**config.mk**
```make
export PLATFORM = sky130hd
export DESIGN_NAME = prediction_stat_tracker
export DESIGN_NICKNAME = d
export VERILOG_FILES = /design/src/rtl/prediction_stat_tracker_pkg.sv /design/src/rtl/prediction_stat_tracker_stat_trend_unit.sv /design/src/rtl/prediction_stat_tracker.sv
export SDC_FILE = /design/constraint.sdc
export NUM_CORES = 1
export LEC_CHECK = 0
export ABC_AREA = 0
export BUFFER_PORTS_ARGS = -buffer_cell sky130_fd_sc_hd__buf_2
export CAP_MARGIN = 0
export CORE_MARGIN = 3
export CORE_UTILIZATION = 30
export DETAILED_ROUTE_END_ITERATION = 7
export SYNTH_ARGS = -nofsm -noshare
export SYNTH_HDL_FRONTEND = slang
export SYNTH_SLANG_ARGS = --single-unit
export TNS_END_PERCENT = 10
```
**constraint.sdc**
```tcl
create_clock -name clk -period 4 [get_ports clk]
set_clock_uncertainty 0.1 [all_clocks]
set_input_delay 0.4 -clock clk [delete_from_list [all_inputs] [get_ports clk]]
set_output_delay 0.4 -clock clk [all_outputs]
set_load 0.02 [all_outputs]
```
**src/rtl/prediction_stat_tracker_pkg.sv**
```systemverilog
// prediction_stat_tracker_pkg: trend encodings, counter steps and trend decoder shared by the tracker.
package prediction_stat_tracker_pkg;
  localparam logic [3:0] TREND_MISS2 = 4'b0001;
  localparam logic [3:0] TREND_MIX01 = 4'b0010;
  localparam logic [3:0] TREND_MIX10 = 4'b0100;
  localparam logic [3:0] TREND_HIT2  = 4'b1000;
  localparam int STAT_INC = 1;
  localparam int STAT_DEC = 2;
  function automatic logic [3:0] decode_trend(input logic [1:0] h);
    return h == 2'b00 ? TREND_MISS2 : h == 2'b01 ? TREND_MIX01 : h == 2'b10 ? TREND_MIX10 : TREND_HIT2;
  endfunction
endpackage

```
**src/rtl/prediction_stat_tracker_stat_trend_unit.sv**
```systemverilog
// stat_trend_unit: one predictor's saturating confidence counter and two-deep hit/miss history.
module stat_trend_unit
  import prediction_stat_tracker_pkg::*;
#(
  parameter int STAT_COUNTER_WIDTH = 5,
  parameter int STAT_INIT = 0
) (
  input  logic clk,
  input  logic rst,
  input  logic en,
  input  logic correct,
  output logic [STAT_COUNTER_WIDTH-1:0] count,
  output logic [3:0] trend_decode
);
  localparam int W = STAT_COUNTER_WIDTH;
  localparam logic [W-1:0] MAX = '1;
  logic [1:0] hist;
  logic [W-1:0] next_count;
  always_comb
    next_count = correct ? (count == MAX ? MAX : count + W'(STAT_INC))
                         : (count < W'(STAT_DEC) ? '0 : count - W'(STAT_DEC));
  always_ff @(posedge clk) begin
    if (rst) begin
      count <= W'(STAT_INIT);
      hist  <= 2'b01;
    end else if (en) begin
      count <= next_count;
      hist  <= {hist[0], correct};
    end
  end
  assign trend_decode = decode_trend(hist);
endmodule

```
**src/rtl/prediction_stat_tracker.sv**
```systemverilog
// prediction_stat_tracker: queues component predictions and scores them at resolve into stat counters and trends.
module prediction_stat_tracker
  import prediction_stat_tracker_pkg::*;
#(
  parameter int STAT_COUNTER_WIDTH = 5,
  parameter int QUEUE_DEPTH = 4,
  parameter int STAT_INIT = 0
) (
  input  logic clk,
  input  logic rst,
  input  logic predict_valid,
  output logic predict_ready,
  input  logic SP_prediction,
  input  logic LHP_prediction,
  input  logic GHP_prediction,
  input  logic resolve_valid,
  input  logic resolve_taken,
  input  logic flush,
  output logic [STAT_COUNTER_WIDTH-1:0] SP_stat_count,
  output logic [STAT_COUNTER_WIDTH-1:0] LHP_stat_count,
  output logic [STAT_COUNTER_WIDTH-1:0] GHP_stat_count,
  output logic [3:0] SP_trend_decode,
  output logic [3:0] LHP_trend_decode,
  output logic [3:0] GHP_trend_decode,
  output logic [$clog2(QUEUE_DEPTH):0] pending_count,
  output logic resolve_underflow
);
  localparam int AW = $clog2(QUEUE_DEPTH);
  logic [2:0] mem [QUEUE_DEPTH];
  logic [AW-1:0] wr_ptr, rd_ptr;
  logic empty, full, push, pop;
  logic [2:0] head;
  assign empty = pending_count == '0;
  assign full = pending_count == (AW+1)'(QUEUE_DEPTH);
  assign pop = resolve_valid && !empty;
  // a pop frees the slot a same-cycle push needs, so a full queue still accepts it
  assign push = predict_valid && !flush && (!full || pop);
  assign predict_ready = !full;
  assign head = mem[rd_ptr];
  always_ff @(posedge clk) begin
    if (rst) begin
      wr_ptr <= '0;
      rd_ptr <= '0;
      pending_count <= '0;
      resolve_underflow <= 1'b0;
    end else begin
      resolve_underflow <= resolve_valid && empty;
      if (flush) begin
        wr_ptr <= '0;
        rd_ptr <= '0;
        pending_count <= '0;
      end else begin
        if (push) wr_ptr <= wr_ptr + 1'b1;
        if (pop) rd_ptr <= rd_ptr + 1'b1;
        pending_count <= pending_count + (AW+1)'(push) - (AW+1)'(pop);
      end
    end
  end
  always_ff @(posedge clk)
    if (push && !rst) mem[wr_ptr] <= {SP_prediction, LHP_prediction, GHP_prediction};
  stat_trend_unit #(.STAT_COUNTER_WIDTH(STAT_COUNTER_WIDTH), .STAT_INIT(STAT_INIT)) u_sp (
    .clk(clk), .rst(rst), .en(pop), .correct(head[2] == resolve_taken),
    .count(SP_stat_count), .trend_decode(SP_trend_decode));
  stat_trend_unit #(.STAT_COUNTER_WIDTH(STAT_COUNTER_WIDTH), .STAT_INIT(STAT_INIT)) u_lhp (
    .clk(clk), .rst(rst), .en(pop), .correct(head[1] == resolve_taken),
    .count(LHP_stat_count), .trend_decode(LHP_trend_decode));
  stat_trend_unit #(.STAT_COUNTER_WIDTH(STAT_COUNTER_WIDTH), .STAT_INIT(STAT_INIT)) u_ghp (
    .clk(clk), .rst(rst), .en(pop), .correct(head[0] == resolve_taken),
    .count(GHP_stat_count), .trend_decode(GHP_trend_decode));
endmodule

```
; ---- Word-level counts from Yosys, hierarchy flattened
; Memory sizes are Yosys's and may differ from the RTL's. A register that Yosys moved wholly into a read port is not among the register bits.
; Index checks and enable logic that the tools add are counted.
[op_classes]
n_addsub = 10
n_mul = 0
div_mod_pow = 0
magnitude_cmp = 3
n_eq_ne = 13
shifts = 0
muxes = 22
n_bitwise = 0
reduce_logical = 15
[ops]
columns = operator, n
row1 = $mux 5, 9
row2 = $mux 4, 9
row3 = $add 5x1->5 const B, 3
row4 = $eq 5x5->1 const B, 3
row5 = $lt 5x2->1 const B, 3
row6 = $sub 5x2->5 const B, 3
row7 = $eq 2x1->1 const B, 3
row8 = $eq 2x2->1 const B, 3
row9 = $logic_not 2->1, 3
row10 = $logic_and 1x1->1, 5
row11 = $add 2x1->2 const B, 2
row12 = $logic_not 1->1, 4
row13 = $mux 2, 2
row14 = $add 3x1->3, 1
row15 = $eq 1x1->1, 3
row16 = $eq 3x3->1 const B, 1
row17 = $logic_not 3->1, 1
row18 = $sub 3x1->3, 1
row19 = $mux 1, 2
row20 = $reduce_or 2->1, 1
row21 = $logic_or 1x1->1, 1
[word_totals]
ff_bits = 29
latch_bits = 0
ramBits = 12
rom_bits = 0
in_bits = 9
out_inout_bits = 32
elab_cells = 74
mem_count = 1
[mem_list]
columns = memory, depth, width, rd, rd_ports_with_merged_regs, write_ports, line
row1 = mem, 4, 3, 1, 1, 1, prediction_stat_tracker.sv:29  ; logic [2:0] mem [QUEUE_DEPTH];

; ---- Depth between registers and ports, before layout
; Gate-level depths: netlist of run 1.
[depth]
word_depth = 8
depth_mapped = 10
ltp_nobuf = 10

; ---- Modules after synthesis
; From an unflattened synthesis of run 1, not the netlist that was laid out.
[unflattened]
cells_unflattened = 239
hier_area_um2 = 2456.1
[by_module_without_submodules]
columns = module, n_inst, cells_each, area_each_um2, seq_area_each_um2
row1 = stat_trend_unit, 3, 57, 495.5, 140.1
row2 = prediction_stat_tracker, 1, 68, 969.7, 560.5

; ---- Worst setup path after synthesis of run 1
; OpenSTA, ideal clock, no wires.
[synth_timing]
path_kind = reg-to-reg
start = register pending_count[2]
end = register pending_count[2]
setup_time_ps = 126
arrival_ps = 2629
required_ps = 3774
path_slack_ps = 1145
path_stages_with_launch = 11
path_buffers = 0
synth_period_minus_slack_ps = 2855
cell_sequence = dfxtp_1 > or3b_2 > o21ai_0 > nor2_1 > xnor2_1 > ha_1 > inv_1 > fa_1 > xor2_1 > xnor2_1 > nor2_1
[synth_between]
elab_cells_between_ends = 9
cone_classes = add/sub: 2 / eq/ne: 1 / reduce/logical: 6
[synth_rtl]
columns = element, line
row1 = start: declaration, prediction_stat_tracker.sv:25  ; output logic [$clog2(QUEUE_DEPTH):0] pending_count,
row2 = start signal: assignment, prediction_stat_tracker.sv:55  ; pending_count <= pending_count + (AW+1)'(push) - (AW+1)'(pop);
row3 = $eq 3x3->1, prediction_stat_tracker.sv:34  ; assign full = pending_count == (AW+1)'(QUEUE_DEPTH);
row4 = $logic_not 1->1, -
row5 = net predict_ready, prediction_stat_tracker.sv:12  ; output logic predict_ready,
row6 = $logic_or 1x1->1, prediction_stat_tracker.sv:37  ; assign push = predict_valid && !flush && (!full || pop);
row7 = $logic_and 1x1->1, prediction_stat_tracker.sv:37
row8 = $add 3x1->3, prediction_stat_tracker.sv:55
row9 = $sub 3x1->3, prediction_stat_tracker.sv:55
; The timed path passes the listed nets, and every way through them passes these cells.
; A chain may end at the register's enable or synchronous reset.

; ---- Worst setup path after layout of run 1
[layout_timing]
start = register pending_count[2]
end = register pending_count[2]
[layout_between]
elab_chain_cells = 7
elab_cells_between_ends = 9
cone_classes = add/sub: 2 / eq/ne: 1 / reduce/logical: 6
[layout_lines]
columns = element, line
row1 = $logic_not 3->1, prediction_stat_tracker.sv:33  ; assign empty = pending_count == '0;
row2 = $logic_not 1->1, prediction_stat_tracker.sv:35  ; assign pop = resolve_valid && !empty;
row3 = $logic_and 1x1->1, prediction_stat_tracker.sv:35
row4 = $logic_or 1x1->1, prediction_stat_tracker.sv:37
row5 = $logic_and 1x1->1, prediction_stat_tracker.sv:37
row6 = $add 3x1->3, prediction_stat_tracker.sv:55
row7 = $sub 3x1->3 (*), prediction_stat_tracker.sv:55
; Mark *: on every way between the ends. The rest lies on a longest branch, timed or not.

==> metrics.log, run 1 <==
INFO  metric outcome = finished, final reports clean
INFO  metric flow.area_growth_from_synthesis = 15.1%
INFO  metric clkTransAtPathRegs = 80 ps
INFO  metric cts_tree = done
INFO  metric synth.ff_latch_count = 43
INFO  metric setup-violations-final = 0
INFO  metric floorplan.rows = 31
INFO  metric die_w = 95.4 microns
INFO  metric cts_repair_resize_count = 0
INFO  metric timing.rr.start = pending_count[2]
INFO  metric floorplan.die_area = around 0.0091 sq mm
INFO  metric route.final.wire_length = about 5000 microns
INFO  metric cts_made_buffers = 5
INFO  metric cts_hold_repair.buffers = 0
INFO  metric vias = between 1500 and 2000
INFO  metric layout_worst_path_cycle_share = 70.5%
INFO  metric mean_cell_area_of_the_mapped_netlist = approximately 9.4 sq um
INFO  metric worstMarginPinSlew = between 1000 and 1500 ps
INFO  metric h-tree-depth = 2
INFO  metric post-place-cells = between 300 and 400
INFO  metric mappedNetlistArea = 0.00240 sq mm
INFO  metric crit_path_max_fanout = 6
INFO  metric power-per-cell-area = 354 mW/mm^2
INFO  metric clock.fmax = around 350 MHz
INFO  metric r2r_cells = 10
INFO  metric layout_commonest_cell = sky130_fd_sc_hd__buf_2
INFO  metric grt_pass1_vias = roughly 1800
INFO  metric maxCapViolCount = 0
INFO  metric globalplace.congestion = 0.759
INFO  metric starting_density = approximately a third
INFO  metric worst_skew_pair.late_latency = 300 ps
INFO  metric class_of_the_most_critical_setup_path = flop to flop
INFO  metric grt_setup_unrepaired = no
INFO  metric share_of_cells_above_drive_strength_1 = approximately 20%
INFO  metric endpoint_kind = flop
INFO  metric arrival = ~2900 ps
INFO  metric finalNonFillerCells = about 390
INFO  metric cp.required = 4090 ps
INFO  metric synth_cell_types = 43
INFO  metric route.detailed.drc = 0
INFO  metric finalMaxSlewViolations = 0
INFO  metric floorplan.io_pins = 41
INFO  metric global_route.overflow_total = 0
INFO  metric synthCells = 255
INFO  metric total_negative_slack = 0 ps
INFO  metric global_route_wire_length_before_repair = between 8000 and 9000 microns
INFO  metric power.static_leakage = 1.07 nW
INFO  metric final_antenna_net_count = 0
INFO  metric clock_sinks = 43
INFO  metric cts_buffer_depth = 2
INFO  metric worstPathCellList = or3b_2 > o21ai_0 > nor2_1 > xnor2_1 > ha_1 > inv_1 > fa_1 > xor2_1 > xnor2_1 > nor2_1
INFO  metric yosys_warns = 0
INFO  metric synth-seq-area-share = between 40 and 50%
INFO  metric gr-usage-all-layers = about an eighth
INFO  metric postCtsSetupBuffers = 0
INFO  metric worstHoldEndpoint = mem[3][0]
INFO  metric timing.hold.worst_path_depth = 1
INFO  metric grt_antenna_before_repair = 0
INFO  metric gr-usage-met3 = under 10%
INFO  metric reg2reg_setup_slack = approximately 1200 ps
INFO  metric grtUsageMet2 = between 15 and 20%
INFO  metric ir_worst_vdd = between 100 and 150 uV
INFO  metric timing.max_slew.rel_slack = about 28%
INFO  metric clk_root_buffer_cell = sky130_fd_sc_hd__clkbuf_8
INFO  metric worst_r2r_endpoint = pending_count[2]
INFO  metric syn_nets = between 200 and 300
INFO  metric worstSetupStartpointType = flop
INFO  metric holdCritPathClass = input pin to flop
INFO  metric layout.cells.most_common_list = sky130_fd_sc_hd__buf_2 (40), sky130_fd_sc_hd__dfxtp_1 (31), sky130_fd_sc_hd__nand2_1 (28)
INFO  metric grt.met1_usage = ~14%
INFO  metric fp.coreArea = around 0.0075 sq mm
INFO  metric finalWorstPathRequiredPeriod = between 2000 and 3000 ps
INFO  metric dp.final_hpwl = ~3500 microns
INFO  metric final_core_utilization = a little under two fifths
INFO  metric timing.final.hold_violations = 0
INFO  metric wl_per_cell = between 10 and 15 microns
INFO  metric post_layout_net_count = 310
INFO  metric grt_start_max_net_pins = 24
INFO  metric critical_path.max_stage_delay = around 480 ps
INFO  metric critical_path.slowest_cell = sky130_fd_sc_hd__or3b_2
INFO  metric post_drt_via_cell_ratio = 4.88
INFO  metric insertedDiodeCount = 0
INFO  metric most_used_routing_layer_in_global_routing = met2
INFO  metric timing.hold.worst.start = GHP_prediction
INFO  metric io_buffers = 40
INFO  metric drt_iter0_drc = 65
INFO  metric drt_pre_antenna_iters = 5
INFO  metric chipHeight = between 90 and 100 microns
[state kept, by name (all words and copies together), names as in the netlist, named ones only]
| register | count |
|---|---|
| mem | 12 |
| u_ghp.count | 5 |
| u_lhp.count | 5 |
| u_sp.count | 5 |
| pending_count | 3 |
| rd_ptr | 2 |
| u_ghp.hist | 2 |
| u_lhp.hist | 2 |
| u_sp.hist | 2 |
| wr_ptr | 2 |
| resolve_underflow | 1 |
[per-layer routing]
layer / vias up / part of all wire [%]
li1: 962 / -
met4: 0 / 1.7
met2: 39 / 47
met3: 8 / 6.1
met1: 876 / 45
met5: - / 0
[where the power goes]
part           switching, W  internal [W]
Sequential        0.0000282      0.000464
Combinational      0.000103     0.0000727
Clock              0.000148      0.000162
Total              0.000279      0.000699
[worst max-delay path by stage]
stage,from,endpoint,slack [ps],cells past startpoint
detailed placement,pending_count[2],pending_count[2],1190,10
global placement,pending_count[2],pending_count[2],1250,10
global route,pending_count[2],pending_count[2],910,10
floorplan,pending_count[2],pending_count[2],1140,10
finish,pending_count[2],pending_count[2],1180,10
CTS,pending_count[2],pending_count[2],1160,10
[Yosys cell counts (all sizes together)]
library cell	instances	area, sq um
xnor2	7	80.1
a211oi	1	7.51
and2	7	43.8
clkbuf	14	52.6
a221oi	3	32.5
or2	1	6.26
nor3b	4	30.0
o31ai	1	7.51
o22ai	3	18.8
inv	12	45.0
fa	1	20.0
xor2	2	17.5
nand3	9	45.0
nand4	6	37.5
ha	14	175
o21ai	2	10.0
nand2b	4	25.0
nand2	28	105
dfxtp	31	621
a31oi	6	37.5
a21o	1	7.51
o31a	1	8.76
or3b	4	35.0
nand3b	4	30.0
nor2b	6	37.5
o21bai	2	15.0
mux4	3	67.6
nor3	5	25.0
nor4b	2	17.5
mux2i	11	110
nor4	3	18.8
buf	4	30.0
nor2	21	78.8
o211ai	3	22.5
a311oi	5	50.0
a21oi	7	35.0
edfxtp	12	360
or3	5	31.3
[cells by family after synthesis]
group	Yosys count	synth area share (%)
and+or+nand+nor	109	23.6
DFF	43	40.9
AOI/OAI and AO/OA	35	10.5
buffers and inverters	30	5.32
adders and majority gates	15	8.14
muxes	14	7.41
xor gates and xnor gates	9	4.07
[critical path, delay by kind of cell, from the launching register on]
family                   cells  cell delay (ps)
flip-flops                   1              440
AO/OA/AOI/OAI                1              460
AND/OR/NAND/NOR              3              670
adder cells (fa/ha/maj)      2              530
XOR/XNOR                     3              470
buffers and inverters        1               50
[layout make-up]
cell class / count / area (sq um)
Multi-Input combinational cell: 182 / 1290
Inverter: 12 / 45.0
Timing Repair Buffer: 42 / 215
Clock buffer: 8 / 101
Tap cell: 99 / 124
Fill cell: 766 / 4720
Sequential cell: 43 / 981
[through the flow]
step | setup WS [ps] | area (sq um) | hold slack [ps] | power (W)
final | 1180 | 2760 | 231 | 0.000978
after global routing | 914 | 2760 | 224 | 0.00103
after CTS | 1160 | 2760 | 223 | 0.000991
after detailed placement | 1190 | 2660 | 384 | 0.000680
after global placement | 1250 | 2660 | 376 | 0.000675
after floorplan | 1140 | 2400 | 366 | 0.000631
Note: power is estimated with default switching activity, not from simulation.
==> run 2, diff against run 1 <==
==> constraint.sdc (replaced) <==
create_clock -name clk -period 2.3 [get_ports clk]
set_clock_uncertainty 0.1 [all_clocks]
set_input_delay 0.23 -clock clk [delete_from_list [all_inputs] [get_ports clk]]
set_output_delay 0.23 -clock clk [all_outputs]
set_load 0.02 [all_outputs]
==> metrics.log, run 2 (synthesis results as in run 1) <==
INFO  metric outcome = finished, final reports clean (unchanged)
INFO  metric final_antenna_net_count = 0 (unchanged)
INFO  metric worst_skew_pair.late_latency = 300 ps (about the same)
INFO  metric post-place-cells = 386 (was 378)
INFO  metric global_route_wire_length_before_repair = 8470 microns (was 8520 microns)
INFO  metric holdCritPathClass = input pin to flop (unchanged)
INFO  metric ir_worst_vdd = 276 uV (was 126 uV)
INFO  metric h-tree-depth = 2 (unchanged)
INFO  metric global_route.overflow_total = 0 (unchanged)
INFO  metric layout_worst_path_cycle_share = 96.7% (was 70.5%)
INFO  metric fp.coreArea = 0.00749 sq mm (unchanged)
INFO  metric dp.final_hpwl = 3680 microns (was 3470 microns)
INFO  metric grt_pass1_vias = 1848 (was 1815)
INFO  metric class_of_the_most_critical_setup_path = flop to flop (unchanged)
INFO  metric wl_per_cell = 12.9 microns (was 12.8 microns)
INFO  metric post_drt_via_cell_ratio = 4.90 (was 4.88)
INFO  metric clock_sinks = 43 (unchanged)
INFO  metric clk_root_buffer_cell = sky130_fd_sc_hd__clkbuf_8 (unchanged)
INFO  metric drt_pre_antenna_iters = 4 (was 5)
INFO  metric filler_cell_count = 763 (was 766)
INFO  metric power.static_leakage = 1.10 nW (was 1.07 nW)
INFO  metric post_layout_net_count = 318 (was 310)
INFO  metric starting_density = 32.0% (unchanged)
INFO  metric io_buffers = 40 (unchanged)
INFO  metric floorplan.rows = 31 (unchanged)
INFO  metric grt_antenna_before_repair = 0 (unchanged)
INFO  metric largest_register_ffs = 12 (unchanged)
INFO  metric clkTransAtPathRegs = 80 ps (about the same)
INFO  metric total_negative_slack = 0 ps (unchanged)
INFO  metric timing.max_slew.rel_slack = 27.1% (was 28.0%)
INFO  metric holdWs = 49.3 ps (was 231 ps)
INFO  metric clock.fmax = 449 MHz (was 355 MHz)
INFO  metric power_switching = 0.000498 W (was 0.000279 W)
INFO  metric cts_hold_repair.buffers = 0 (unchanged)
INFO  metric cts_tree = done (unchanged)
INFO  metric arrival = 2320 ps (was 2910 ps)
INFO  metric crit_path_max_fanout = 2 (was 6)
INFO  metric vias = 1929 (was 1885)
INFO  metric sw_frac_of_total = 30.1% (was 28.5%)
INFO  metric worstSetupStartpointType = flop (unchanged)
INFO  metric finalNonFillerCells = 394 (was 386)
INFO  metric layout.cell_area.non_filler = 0.00284 sq mm (was 0.00276 sq mm)
INFO  metric worstMarginPinSlew = 1090 ps (was 1070 ps)
INFO  metric cp.required = 2400 ps (was 4090 ps)
INFO  metric power-per-cell-area = 585 mW/mm^2 (was 354 mW/mm^2)
INFO  metric seq_power_share = 51.4% (was 50.4%)
INFO  metric grt_setup_unrepaired = yes (was no)
INFO  metric cts_buffer_depth = 2 (unchanged)
INFO  metric floorplan.io_pins = 41 (unchanged)
INFO  metric cts_made_buffers = 5 (unchanged)
INFO  metric floorplan.die_area = 0.00910 sq mm (unchanged)
INFO  metric route.detailed.drc = 0 (unchanged)
INFO  metric layout_commonest_cell = sky130_fd_sc_hd__buf_2 (unchanged)
INFO  metric finalWorstPathRequiredPeriod = 2220 ps (was 2820 ps)
INFO  metric power.share.combinational = 19.9% (was 18.0%)
INFO  metric maxCapViolCount = 0 (unchanged)
INFO  metric layout.cells.most_common_list = sky130_fd_sc_hd__buf_2 (40), sky130_fd_sc_hd__nand2_1 (28), sky130_fd_sc_hd__dfxtp_1 (28) (was sky130_fd_sc_hd__buf_2 (40), sky130_fd_sc_hd__dfxtp_1 (31), sky130_fd_sc_hd__nand2_1 (28))
INFO  metric registers.top_by_ff_count = mem (unchanged)
INFO  metric route.final.wire_length = 5090 microns (was 4960 microns)
INFO  metric share_of_cells_above_drive_strength_1 = 24.4% (was 19.9%)
INFO  metric gr-usage-all-layers = 11.9% (was 11.7%)
INFO  metric globalplace.congestion = 0.807 (was 0.759)
INFO  metric die_w = 95.4 microns (unchanged)
INFO  metric setup-violations-final = 0 (unchanged)
INFO  metric place_area = 0.00274 sq mm (was 0.00266 sq mm)
INFO  metric power_frac_clock = 28.7% (was 31.6%)
INFO  metric insertedDiodeCount = 0 (unchanged)
INFO  metric drt_iter0_drc = 79 (was 65)
INFO  metric timing.final.hold_violations = 0 (unchanged)
INFO  metric internal_power = 0.00116 W (was 0.000699 W)
INFO  metric flow.area_growth_from_synthesis = 18.2% (was 15.1%)
INFO  metric endpoint_kind = flop (unchanged)
INFO  metric chipHeight = 95.4 microns (unchanged)
INFO  metric finalMaxSlewViolations = 0 (unchanged)
INFO  metric grt_start_max_net_pins = 26 (was 24)
run 2: final timing paths:
path                     from                to  slack [ps]  cells past startpoint
max          pending_count[2]  pending_count[2]          80                     10
min             SP_prediction         mem[1][2]          50                      1
max reg2reg  pending_count[2]  pending_count[2]          80                     10
min reg2reg     u_ghp.hist[1]     u_ghp.hist[1]         400                      2
run 2: per-layer routing:
metal  vias to the layer above  track usage, %  wire length (microns)
li1                        974               -                      -
met1                       909            13.8                   2190
met2                        39            20.2                   2470
met3                         7            4.42                    359
met4                         0            4.15                     68
met5                         -               0                      0
run 2: timing repair:
action	in CTS	in global routing
buffers inserted	0	0
setup endpoints to repair	0	1
resized for setup	0	2
run 2: critical path, stage by stage (launching register included):
cell and delay (ps):
sky130_fd_sc_hd__dfxtp_4 350, sky130_fd_sc_hd__or3b_4 400, sky130_fd_sc_hd__o21ai_4 150, sky130_fd_sc_hd__nor2_1 80
sky130_fd_sc_hd__xnor2_1 160, sky130_fd_sc_hd__ha_1 160, sky130_fd_sc_hd__inv_1 50, sky130_fd_sc_hd__fa_2 340
sky130_fd_sc_hd__xor2_2 160, sky130_fd_sc_hd__xnor2_1 130, sky130_fd_sc_hd__nor2_1 50
run 2: power by group through the flow:
stage / Combinational (W) / Sequential, W / Clock (W)
after floorplan: 0.000226 / 0.000874 / 0
after global placement: 0.000324 / 0.000868 / 0
after detailed placement: 0.000329 / 0.000870 / 0
after CTS: 0.000331 / 0.000852 / 0.000495
after global routing: 0.000366 / 0.000859 / 0.000532
final: 0.000329 / 0.000852 / 0.000476
run 2: metrics by stage:
step | power, W | util, % | worst slack, ps
6_report | 0.00166 | 37.9 | 75.1
5_1_grt | 0.00176 | 37.9 | -79.3
4_1_cts | 0.00168 | 37.7 | 30.1
3_5_place_dp | 0.00120 | 36.6 | 62.5
3_3_place_gp | 0.00119 | 36.6 | 124
2_1_floorplan | 0.00110 | - | -36.2
run 2: final cells by class:
cell class / instances / area [sq um] / share of cell area [%]
Tap cell: 99 / 124 / 4.37
Inverter: 12 / 45.0 / 1.59
Multi-Input combinational cell: 182 / 1320 / 46.5
Sequential cell: 43 / 987 / 34.8
Timing Repair Buffer: 50 / 275 / 9.71
Clock buffer: 6 / 72.6 / 2.56
Clock inverter: 2 / 12.5 / 0.441
